`config.mk`:
```
export PLATFORM = sky130hd
export DESIGN_NAME = seq_det_param
export DESIGN_NICKNAME = d
export VERILOG_FILES = /design/src/rtl/seq_det_param.sv
export SDC_FILE = /design/constraint.sdc
export NUM_CORES = 1
export LEC_CHECK = 0
export ABC_CLOCK_PERIOD_IN_PS = 3200
export CAP_MARGIN = 25
export CORE_MARGIN = 8
export CORE_UTILIZATION = 30
export CTS_CLUSTER_SIZE = 25
export DETAILED_ROUTE_END_ITERATION = 10
export GPL_TIMING_DRIVEN = 0
export HOLD_SLACK_MARGIN = 0.1
export PLACE_DENSITY_LB_ADDON = 0.08
export SETUP_SLACK_MARGIN = 0.2
export SKIP_CTS_REPAIR_TIMING = 1
export SYNTH_ARGS = -nofsm -noshare
export SYNTH_HDL_FRONTEND = slang
export SYNTH_SLANG_ARGS = --single-unit
```
`constraint.sdc`:
```
create_clock -name clk -period 3.2 [get_ports clk]
set_clock_uncertainty 0.05 [all_clocks]
set_input_delay 0.64 -clock clk [delete_from_list [all_inputs] [get_ports clk]]
set_output_delay 0.64 -clock clk [all_outputs]
set_load 0.01 [all_outputs]
```
`src/rtl/seq_det_param.sv`:
```
// Runtime-programmable serial pattern detector with overlap control, input qualifier,
// saturating match counter and a registered one-cycle match pulse.
module seq_det_param #(
  parameter int               PAT_W   = 8,
  parameter logic [PAT_W-1:0] RST_PAT = PAT_W'(8'b0000_1010),
  parameter int               RST_LEN = 4,
  parameter int               CNT_W   = 8,
  parameter int               LEN_W   = $clog2(PAT_W + 1)
) (
  input  logic             clk,
  input  logic             rst,
  input  logic             din,
  input  logic             din_valid,
  input  logic             overlap,
  input  logic             clear,
  input  logic             pat_load,
  input  logic [PAT_W-1:0] pat_in,
  input  logic [LEN_W-1:0] len_in,
  output logic             pattern,
  output logic [CNT_W-1:0] match_cnt,
  output logic [PAT_W-1:0] cur_pat,
  output logic [LEN_W-1:0] cur_len
);

  // MATCH owns bit 1 so the pulse output comes straight from a flop
  typedef enum logic [1:0] {
    S_FILL  = 2'b00,
    S_ARMED = 2'b01,
    S_MATCH = 2'b10
  } state_t;

  localparam logic [LEN_W-1:0] FULL_LEN = LEN_W'(PAT_W);
  localparam logic [CNT_W-1:0] CNT_MAX  = {CNT_W{1'b1}};

  state_t             state_r, state_s;
  logic [PAT_W-1:0]   hist_r, hist_s, hist_sh_s, mask_s;
  logic [LEN_W-1:0]   fill_r, fill_s, fill_inc_s;
  logic [CNT_W-1:0]   cnt_r, cnt_s;
  logic [PAT_W-1:0]   cur_pat_r, cur_pat_s;
  logic [LEN_W-1:0]   cur_len_r, cur_len_s;
  logic               hit_s;

  // Shifted history, saturating fill and the length-masked pattern comparison
  always_comb begin
    hist_sh_s = (hist_r << 1'b1) | {{(PAT_W-1){1'b0}}, din};
    if (fill_r == FULL_LEN) begin
      fill_inc_s = fill_r;
    end else begin
      fill_inc_s = fill_r + LEN_W'(1'b1);
    end
    mask_s = {PAT_W{1'b0}};
    for (int i = 0; i < PAT_W; i++) begin
      mask_s[i] = (LEN_W'(i) < cur_len_r);
    end
    hit_s = (fill_inc_s >= cur_len_r) &&
            (((hist_sh_s ^ cur_pat_r) & mask_s) == {PAT_W{1'b0}});
  end

  // Next-state logic: clear > pat_load > din_valid
  always_comb begin
    state_s   = state_r;
    hist_s    = hist_r;
    fill_s    = fill_r;
    cnt_s     = cnt_r;
    cur_pat_s = cur_pat_r;
    cur_len_s = cur_len_r;
    if (clear) begin
      state_s = S_FILL;
      hist_s  = {PAT_W{1'b0}};
      fill_s  = {LEN_W{1'b0}};
      cnt_s   = {CNT_W{1'b0}};
    end else if (pat_load) begin
      state_s   = S_FILL;
      fill_s    = {LEN_W{1'b0}};
      cur_pat_s = pat_in;
      if ((len_in == {LEN_W{1'b0}}) || (len_in > FULL_LEN)) begin
        cur_len_s = FULL_LEN;
      end else begin
        cur_len_s = len_in;
      end
    end else if (din_valid) begin
      hist_s = hist_sh_s;
      if (hit_s) begin
        state_s = S_MATCH;
        fill_s  = overlap ? fill_inc_s : {LEN_W{1'b0}};
        if (cnt_r != CNT_MAX) begin
          cnt_s = cnt_r + CNT_W'(1'b1);
        end else begin
          cnt_s = cnt_r;
        end
      end else begin
        fill_s  = fill_inc_s;
        state_s = (fill_inc_s >= cur_len_r) ? S_ARMED : S_FILL;
      end
    end else begin
      case (state_r)
        S_MATCH: state_s = (fill_r >= cur_len_r) ? S_ARMED : S_FILL;
        S_FILL:  state_s = S_FILL;
        S_ARMED: state_s = S_ARMED;
        default: state_s = S_FILL;
      endcase
    end
  end

  // State and datapath registers
  always_ff @(posedge clk or negedge rst) begin
    if (!rst) begin
      state_r   <= S_FILL;
      hist_r    <= {PAT_W{1'b0}};
      fill_r    <= {LEN_W{1'b0}};
      cnt_r     <= {CNT_W{1'b0}};
      cur_pat_r <= RST_PAT;
      cur_len_r <= LEN_W'(RST_LEN);
    end else begin
      state_r   <= state_s;
      hist_r    <= hist_s;
      fill_r    <= fill_s;
      cnt_r     <= cnt_s;
      cur_pat_r <= cur_pat_s;
      cur_len_r <= cur_len_s;
    end
  end

  assign pattern   = state_r[1];
  assign match_cnt = cnt_r;
  assign cur_pat   = cur_pat_r;
  assign cur_len   = cur_len_r;

endmodule

```
==> results of run 1 <==
-- layout make-up --
class | instances | area share (%)
Buffer | 12 | 2.490
Clock buffer | 5 | 2.853
Clock inverter | 3 | 0.9855
Inverter | 8 | 1.245
Multi-Input combinational cell | 136 | 39.21
Sequential cell | 32 | 33.35
Tap cell | 75 | 3.890
Timing Repair Buffer | 39 | 15.98
-- state kept, by name (all words and copies together), names as in the netlist --
signal / flops
match_cnt: 8
cur_pat: 8
state_r: 1
hist_r: 7
cur_len: 4
fill_r: 4
-- metrics by stage --
| stage | setup slack [ns] | util, % | cells | cell area (um2) |
|---|---|---|---|---|
| 2_1_floorplan | 0.6767 | - | 188 | 1841 |
| 3_3_place_gp | 0.1866 | 39.26 | 302 | 2325 |
| 3_5_place_dp | 0.2391 | 39.18 | 302 | 2320 |
| 4_1_cts | 0.4474 | 40.74 | 310 | 2412 |
| 5_1_grt | 0.2336 | 40.74 | 310 | 2412 |
| 6_report | 0.4614 | 40.74 | 310 | 2412 |
-- worst max-delay path, cell delays in order (launching register included) --
cell and delay [ns]:
sky130_fd_sc_hd__dfrtp_1 0.41, sky130_fd_sc_hd__inv_1 0.14, sky130_fd_sc_hd__ha_1 0.16, sky130_fd_sc_hd__nand2_1 0.08
sky130_fd_sc_hd__nor2_1 0.16, sky130_fd_sc_hd__xnor2_1 0.15, sky130_fd_sc_hd__ha_1 0.24, sky130_fd_sc_hd__nand2b_1 0.13
sky130_fd_sc_hd__a2111o_1 0.45, sky130_fd_sc_hd__nand4_2 0.15, sky130_fd_sc_hd__buf_6 0.16, sky130_fd_sc_hd__nor3_1 0.06
sky130_fd_sc_hd__mux2_2 0.28
-- cells by family after synthesis --
group / after synthesis
AND/OR/NAND/NOR: 66
AO/OA/AOI/OAI: 42
flip-flops: 32
buffers and inverters: 20
multiplexers: 11
XOR/XNOR: 10
adder cells (fa/ha/maj): 7
-- routing by layer --
metal	routed length, um	share of wire [%]
met1	2276	48
met2	2180	46
met3	259	5.4
met4	64	1.3
met5	0	0
-- power groups by stage --
stage               Combinational, mW  Sequential, mW  Clock (mW)
detailed placement              0.236           0.467           0
finish                          0.234           0.459       0.324
global route                    0.257           0.464       0.356
CTS                             0.237           0.459       0.340
floorplan                       0.118           0.471           0
global placement                0.237           0.467           0
-- path summary, 6_finish.rpt --
kind | to | slack (ns) | depth (start not counted)
worst min-delay path | cur_pat[4]$_DFFE_PN0P_ | 0.36 | 1
worst min register to register | hist_r[6]$_DFFE_PN0P_ | 0.49 | 2
min in group clk | hist_r[6]$_DFFE_PN0P_ | 0.49 | 2
worst max-delay path | match_cnt[7]$_DFFE_PN0P_ | 0.46 | 12
max in group asynchronous | match_cnt[3]$_DFFE_PN0P_ | 2.27 | 1
worst max register to register | match_cnt[7]$_DFFE_PN0P_ | 0.46 | 12
-- placed cells by master, fill, tap and decap left out, drive strengths merged, types with 5 or more instances in the layout --
master,synthesis,final
clkdlybuf4s50,0,38
xnor2,7,7
o21ai,8,8
clkbuf,8,13
inv,8,8
mux2,10,10
ha,7,7
dfrtp,29,29
nand3,5,5
buf,4,5
nand2,20,20
nor2,7,7
a21oi,16,16
==> implementation parameters, run 1 <==
Parameter                              Value

Run status
  Result of the run    finished clean

Layout
  FILL cells    approximately 590
  Fraction of layout cells with a size suffix above 1    12.77%
  # diodes    0
  Number of nets in the finished design    260
  Storage cell area    804.5 um2
  Multi-input combinational cell area    945.9 um2
  Area overhead of the layout relative to synthesis    31.07%

Global route
  Most congested layer reported by global routing    met2
  M3 GR Usage    ~3.5%
  Antenna violations before repair    0
  GRT Total Usage    11.22%
  Routing usage on met2    approximately 17%
  Total gr overflow    0
  Maximum number of pins on one net before global-route repair    33
  Met1 capacity usage during global routing    14.71%
  Via count of the first global-routing pass    1557
  First-pass GRT wire length    7.831 mm

Pwr
  Switching share of power    30.72%
  Internal power summed over all cells    about 700 uW
  Max IR drop VDD    206.6 uV
  Sequential group share of total power    45.1%
  Combinational group share of total power    23.0%
  Overall power    slightly above 1 mW
  Net switching power figure    312.3 uW
  Proportion of power drawn by the clock network    31.9%
  Cell leakage power    0.9241 nW
  Power density relative to cell area    421.5 mW/mm2

Logic synthesis
  Share of the yosys chip area belonging to registers    43.71%
  Total nets after synthesis    214
  Distinct cells, synth    44
  Synthesized-area fraction occupied by adder cells    4.759%
  Area fraction in compound gates after synthesis    ~15%
  Post-synthesis cell type with the largest combined area    sky130_fd_sc_hd__dfrtp_1
  Largest family of logic cells by synthesized area    simple AND/OR/NAND/NOR gates
  Number of synthesized flops with an enable pin    0
  Avg Cell Area, Syn    9.790 um2
  Number of warnings printed during yosys synthesis    0
  Most common library cells after synthesis    29 x sky130_fd_sc_hd__dfrtp_1, 20 x sky130_fd_sc_hd__nand2_1, 16 x sky130_fd_sc_hd__a21oi_1
  Area fraction of the dominant cell type after synthesis    39.43%
  Ys flop type    sky130_fd_sc_hd__dfrtp_1
  Share of synthesized cell area in and, or, nand and nor gates    about 20%
  Synthesized-area fraction occupied by xor and xnor cells    4.759%
  Multiplexer share of the synthesized area    ~6.7%
  Post-synthesis register bit count    32
  Synthesized cell area    0.001841 mm2
  Leading cell type by number of instances after synthesis    sky130_fd_sc_hd__dfrtp_1
  FFs w/ async S/R, synth    between 90% and 100%
  Dominant cells by area after synthesis    sky130_fd_sc_hd__dfrtp_1 39%, sky130_fd_sc_hd__mux2_2 6.1%, sky130_fd_sc_hd__ha_1 4.8%, sky130_fd_sc_hd__a21oi_1 4.4%, sky130_fd_sc_hd__dfstp_2 4.3%
  Cells after synthesis    188

Floorplanning
  Initial core utilization    between 30% and 40%
  Height of the chip    94.33 um
  Site Rows    28
  Die width    94.33 um
  Die Footprint    0.008897 mm2
  I/O pin count    40
  Core outline area    0.005921 mm2

Clock network
  Number of buffers inserted during clock tree synthesis    5
  Maximum clock insertion buffer count    2
  H-tree Lvls    2
  Clock Latency Late Sink    0.29 ns
  Buffer cell driving the clock tree root    sky130_fd_sc_hd__clkbuf_8
  Clock-pin slew on the worst setup and hold paths    0.08 ns
  Clock tree from TritonCTS    yes
  Clock tree sinks    32

Worst setup path
  CP arrival    2.87 ns
  Launching point of the worst reg2reg path    fill_r[0]$_DFFE_PN0P_
  Critical path endpoint category    flip-flop
  Crit path max fanout    10
  Crit path from    fill_r[0]$_DFFE_PN0P_
  Crit Path Class    flip-flop to flip-flop
  Critical path startpoint category    flip-flop
  Req. time, crit path    3.33 ns

STA
  Rel. slew slack    51.19%
  Worst hold slack    0.3560 ns
  Hold Vio Cnt, Final    0
  Fmax achieved    365.1 MHz
  Slew @ Worst Pin    about 0.73 ns
  Number of slew-limit violations in the final report    0
  Min cycle time layout    2.739 ns
  Total negative slack    0 ns
  Final clock period utilization by the worst path    roughly 86%
  Final setup vio count    0
  Unrepaired setup endpoints after global routing    false

Min path
  Class of the worst hold path    input port to asynchronous set/reset pin

Detailed routing
  Iter 0 DRT Violations    66
  Number of vias after detailed routing    1545
  Detail-routed net length per standard cell    15.42 um
  Wirelength, routed    4.781 mm
  DRC violation count after routing    0
  Detailed-router iteration count before antenna repair    4
  Post-route antenna net violation count    0
  Mean number of vias per cell    4.984

Place
  Buffers added on ports    39
  Placer Congestion    around 0.74
  HPWL after DPL    3.523 mm

Job
  Max-cap violations    0
Power figures use the tool's default switching activity.
==> run 2, diff against run 1 <==
--- a/config.mk
+++ b/config.mk
@@ -11,6 +11,7 @@
 export CORE_UTILIZATION = 30
 export CTS_CLUSTER_SIZE = 25
 export DETAILED_ROUTE_END_ITERATION = 10
+export DONT_BUFFER_PORTS = 1
 export GPL_TIMING_DRIVEN = 0
 export HOLD_SLACK_MARGIN = 0.1
 export PLACE_DENSITY_LB_ADDON = 0.08
==> run 2 against run 1 <==
Effect of this change: sequential share of layout area up 5.4 points; first-iteration DRC count down 3.0%; core utilization down 5.7 points; critical path type unchanged; worst setup slack worse by 0.044 ns; die area unchanged; power down 3.3%; routed wire length up 0.21%; clock-buffer cell count up 3; design area down 14%; maximum frequency down 1.6%; global-route usage up 0.20 points; sequential cell count unchanged.
==> implementation parameters, run 2 (synthesis gave the netlist of run 1 again) <==
Parameter                              Value

Detailed routing
  Post-route antenna net violation count    0
  Number of vias after detailed routing    1436
  Detail-routed net length per standard cell    17.61 um
  Wirelength, routed    between 4 and 5 mm
  Iter 0 DRT Violations    64
  DRC violation count after routing    0
  Mean number of vias per cell    5.279
  Detailed-router iteration count before antenna repair    6

Place
  Buffers added on ports    0
  HPWL after DPL    3.558 mm
  Placer Congestion    0.7267
  Area after DPL    slightly below 0.002 mm2
  Count of placed standard cells including taps    between 200 and 300
  Worst setup slack before clock tree synthesis    0.3518 ns

Clock network
  Number of buffers inserted during clock tree synthesis    5
  Buffer cell driving the clock tree root    sky130_fd_sc_hd__clkbuf_8
  Clock tree sinks    32
  Maximum clock insertion buffer count    2
  Clock Latency Late Sink    0.28 ns
  Clock-pin slew on the worst setup and hold paths    approximately 0.070 ns
  H-tree Lvls    2
  Clock tree from TritonCTS    yes

STA
  Fmax achieved    ~360 MHz
  Rel. slew slack    between 60% and 70%
  Number of slew-limit violations in the final report    0
  Slew @ Worst Pin    about 0.52 ns
  Total negative slack    0 ns
  Final worst slack    about 0.42 ns
  Final setup vio count    0
  Hold Vio Cnt, Final    0
  Unrepaired setup endpoints after global routing    true
  Final clock period utilization by the worst path    86.96%
  Min cycle time layout    2.783 ns

Worst setup path
  Launching point of the worst reg2reg path    fill_r[0]$_DFFE_PN0P_
  Critical path startpoint category    flip-flop
  Crit path max fanout    10
  Slowest cell delay on critical path    roughly 0.4 ns
  Cell-by-cell listing of the critical path    inv_1 -> ha_1 -> nand2_1 -> nand2_1 -> mux2i_1 -> ha_1 -> o21ai_0 -> a22oi_1 -> nand4_4 -> buf_6 -> nor3_2 -> mux2_2
  Critical path endpoint category    flip-flop
  Standard cell with the maximum stage delay on the critical path    sky130_fd_sc_hd__dfrtp_1
  CP arrival    roughly 2.9 ns
  Crit path from    fill_r[0]$_DFFE_PN0P_
  Crit Path Class    flip-flop to flip-flop
  Req. time, crit path    ~3.3 ns

Pwr
  Max IR drop VDD    207.1 uV
  Power density relative to cell area    473.1 mW/mm2
  Cell leakage power    0.7888 nW

Global route
  Total gr overflow    0
  Maximum number of pins on one net before global-route repair    33
  First-pass GRT wire length    around 7.9 mm
  Antenna violations before repair    0
  Via count of the first global-routing pass    1503
  GRT Total Usage    11.42%

Floorplanning
  Core outline area    between 0.005 and 0.006 mm2
  Height of the chip    94.33 um
  Die width    roughly 94 um
  I/O pin count    40
  Initial core utilization    31.09%
  Die Footprint    0.008897 mm2
  Site Rows    28

Layout
  Most common cell after layout, fill and taps aside    sky130_fd_sc_hd__dfrtp_1
  Multi-input combinational cell area    968.4 um2
  FILL cells    slightly above 600
  Top library cells by usage in the layout, fill and taps aside    29 x sky130_fd_sc_hd__dfrtp_1, 20 x sky130_fd_sc_hd__nand2_1, 16 x sky130_fd_sc_hd__a21oi_1, 10 x sky130_fd_sc_hd__mux2_2, 9 x sky130_fd_sc_hd__clkbuf_1
  Area overhead of the layout relative to synthesis    12.85%
  Number of nets in the finished design    around 220
  Fraction of layout cells with a size suffix above 1    around 16%
  Non-Filler Cell Area, Final    0.002077 mm2
  Final core utilization    35.08%
  Final cell count without fillers    272
  # diodes    0
  Storage cell area    804.5 um2

Job
  Max-cap violations    0

Run status
  Result of the run    finished clean

Min path
  Class of the worst hold path    input port to asynchronous set/reset pin
run 2: changes by cell type in the layout (fill, tap and decap cells not counted), sizes merged:
cell / before / now
clkbuf: 13 / 16
clkdlybuf4s50: 38 / 0
clkinv: 1 / 0
clkinvlp: 2 / 0
run 2: power breakdown:
part | leakage [nW] | switching (mW) | internal, mW
clock network | 0.0515 | 0.150 | 0.196
logic | 0.319 | 0.0934 | 0.0685
registers | 0.418 | 0.0426 | 0.432
run 2: worst paths after layout:
kind | end | slack, ns | cells after the start
min | hist_r[2]$_DFFE_PN0P_ | 0.13 | 1
max | match_cnt[7]$_DFFE_PN0P_ | 0.42 | 12
min in group clk | hist_r[0]$_DFFE_PN0P_ | 0.44 | 2
min reg2reg | hist_r[6]$_DFFE_PN0P_ | 0.50 | 2
max in group asynchronous | cur_len[3]$_DFFE_PN0P_ | 2.80 | 1
max reg2reg | match_cnt[7]$_DFFE_PN0P_ | 0.42 | 12
run 2: through the flow:
| step | power, mW | hold slack [ns] |
|---|---|---|
| 2_1_floorplan | 0.5891 | 0.2944 |
| 3_3_place_gp | 0.6262 | 0.2957 |
| 3_5_place_dp | 0.6310 | 0.2956 |
| 4_1_cts | 0.9843 | -0.01367 |
| 5_1_grt | 1.042 | 0.1208 |
| 6_report | 0.9826 | 0.1290 |
run 2: layout make-up:
| cell class | count | share of cell area [%] |
|---|---|---|
| Tap cell | 75 | 4.518 |
| Multi-Input combinational cell | 136 | 46.63 |
| Inverter | 8 | 1.446 |
| Buffer | 12 | 2.892 |
| Sequential cell | 32 | 38.73 |
| Timing Repair Buffer | 1 | 0.9639 |
| Clock buffer | 8 | 4.819 |
run 2: critical path: cells and delay by family (launching register included):
family | cells | cell delay, ns
buf+inv | 2 | 0.30
mux | 2 | 0.56
simple gates | 4 | 0.54
fa+ha+maj | 2 | 0.42
compound gates | 2 | 0.41
flops | 1 | 0.40
run 2: routing by layer:
layer  vias up  global-route usage [%]  part of all wire, %
met2        26                   18.19                   50
li1        694                       -                    -
met5         -                       0                    0
met3         4                   3.997                  6.0
met1       712                   13.89                   43
met4         0                   4.095                 0.75
==> RTL edit: new RTL, settings of run 2 <==
Set the parameter `CNT_W` to 10 (it was 8).
--- a/src/rtl/seq_det_param.sv
+++ b/src/rtl/seq_det_param.sv
@@ -4,7 +4,7 @@
   parameter int               PAT_W   = 8,
   parameter logic [PAT_W-1:0] RST_PAT = PAT_W'(8'b0000_1010),
   parameter int               RST_LEN = 4,
-  parameter int               CNT_W   = 8,
+  parameter int               CNT_W   = 10,
   parameter int               LEN_W   = $clog2(PAT_W + 1)
 ) (
   input  logic             clk,
Interface: changed (resized match_cnt); port bits go from 40 to 42. The function was not compared with the original's and may differ.
==> RTL edit against run 2 <==
First-iteration DRC count is 45% lower; setup slack worse by 72 ps; sequential cell count is 2 higher; area after synthesis is 3.4% higher; wire length is 2.9% lower; design area is 4.0% higher; count of clock-buffer cells in the layout is 3 lower; power is 2.8% lower; critical endpoint unchanged.
==> RTL edit: results (changes against run 2) <==
The parity-gate share of the synthesized area counting xor and xnor cells is 5.39% (was 4.76%). The design internal power is 678 uW (was 697 uW). The fraction of layout instances using a drive strength above 1 is 20.0% (was 16.2%). The total leakage power came out at 0.874 nW (was 0.789 nW). The number of clock buffers inserted by TritonCTS is 5 (unchanged). Largest cells by area after synthesis: sky130_fd_sc_hd__dfrtp_1 (41%), sky130_fd_sc_hd__mux2_2 (4.7%), sky130_fd_sc_hd__ha_1 (4.6%) (was sky130_fd_sc_hd__dfrtp_1 (39%), sky130_fd_sc_hd__mux2_2 (6.1%), sky130_fd_sc_hd__ha_1 (4.8%)).

The detailed-placement wirelength estimate came to 3490 microns (was 3560 microns). The proportion of synthesized chip area in sequential cells came to 44.9% (was 43.7%). The last weighted congestion value of the routability-driven placer came to 0.801 (was 0.727). The post-synthesis net count was 212 (was 214). The detailed-router iteration count before antenna repair is 4 (was 6). The cell with the largest stage delay on the worst path is sky130_fd_sc_hd__a2111oi_4 (was sky130_fd_sc_hd__dfrtp_1). Commonest cells in the synthesized netlist: sky130_fd_sc_hd__dfrtp_1 (31), sky130_fd_sc_hd__nand2_1 (21), sky130_fd_sc_hd__a21oi_1 (14), sky130_fd_sc_hd__nor2_1 (9), sky130_fd_sc_hd__mux2_2 (8) (was sky130_fd_sc_hd__dfrtp_1 (29), sky130_fd_sc_hd__nand2_1 (20), sky130_fd_sc_hd__a21oi_1 (16), sky130_fd_sc_hd__mux2_2 (10)).

The largest fanout of any net on the critical path is 4 (was 10). The adder-cell share of the synthesized area came out at 4.60% (was 4.76%). The largest net degree at the start of global routing is 35 (was 33). The initial detailed-routing violation count came out at 35 (was 64). The proportion of synthesized area in mux cells is 7.56% (was 6.66%). The actual slew at the worst max-slew pin came to 414 ps (was 518 ps). The worst supply voltage drop on vdd came out at 0.207 mV (about the same). The endpoint arrival time on the critical path is 2970 ps (was 2910 ps). The overall track demand over capacity in global routing was 10.8% (was 11.4%). Run status: complete, no violations (unchanged).

The number of vias in the routed layout is 1366 (was 1436). The post-layout net count came to 221 (was 222). The synthesized-area fraction occupied by ao, oa, aoi and oai cells came out at 14.5% (was 14.8%). The detailed-route wire length per cell is 17.1 microns (was 17.6 microns). The wire length of the first global-routing pass came out at 7560 microns (was 7930 microns). The unique cell type count in the Yosys netlist is 48 (was 44). The clock reaches the later pin of the worst-skew pair after 290 ps.
## RTL edit: final cells by class
cell class,instances,area [sq um]
fill,653,4080
clock inverter,2,15.0
clock buffer,5,68.8
multi-input combinational,138,1020
buffer,7,46.3
tap,77,96.3
inverter,7,26.3
sequential,34,855
timing repair buffer,2,27.5
## RTL edit: logic make-up after synthesis
logic type,Yosys count
adder cells (fa/ha/maj),7
flip-flops,34
multiplexers,13
XOR/XNOR,10
buffers and inverters,14
AO/OA/AOI/OAI,39
AND/OR/NAND/NOR,69
## RTL edit: path summary, 6_finish.rpt
check,to,startpoint,slack (ps)
min in group clk,hist_r[0],din,440
max in group asynchronous,fill_r[0],rst,2800
worst min-delay path,hist_r[4],rst,120
worst min register to register,hist_r[6],hist_r[6],500
worst max-delay path,match_cnt[7],fill_r[0],350
worst max register to register,match_cnt[7],fill_r[0],350
## RTL edit: through the flow
stage,power [mW],std cells,area [sq um],worst slack [ps],utilization (%)
global placement,0.635,263,2000,124,32.0
detailed placement,0.637,263,2000,45.9,32.0
finish,0.955,272,2160,346,34.6
global route,1.01,272,2160,185,34.6
CTS,0.956,270,2080,31.2,33.4
floorplan,0.605,186,1900,414,-
## RTL edit: critical path: cells and delay by family, from the launching register on
family | cells | cell delay (ps)
buffers and inverters | 1 | 120
AO/OA/AOI/OAI | 2 | 490
flip-flops | 1 | 380
adder cells (fa/ha/maj) | 2 | 410
AND/OR/NAND/NOR | 5 | 850
multiplexers | 1 | 310
XOR/XNOR | 1 | 140
## RTL edit: power groups by stage
stage	Sequential (mW)	Combinational, mW	Clock [mW]
finish	0.499	0.145	0.311
global route	0.504	0.162	0.345
CTS	0.501	0.128	0.327
detailed placement	0.510	0.127	0
global placement	0.510	0.125	0
floorplan	0.499	0.106	0
## RTL edit: per-layer routing
layer  wire, microns  GRT usage [%]
met5               0              0
met4              48           4.10
met3             268           4.25
met2            2320           17.0
met1            2010           13.0
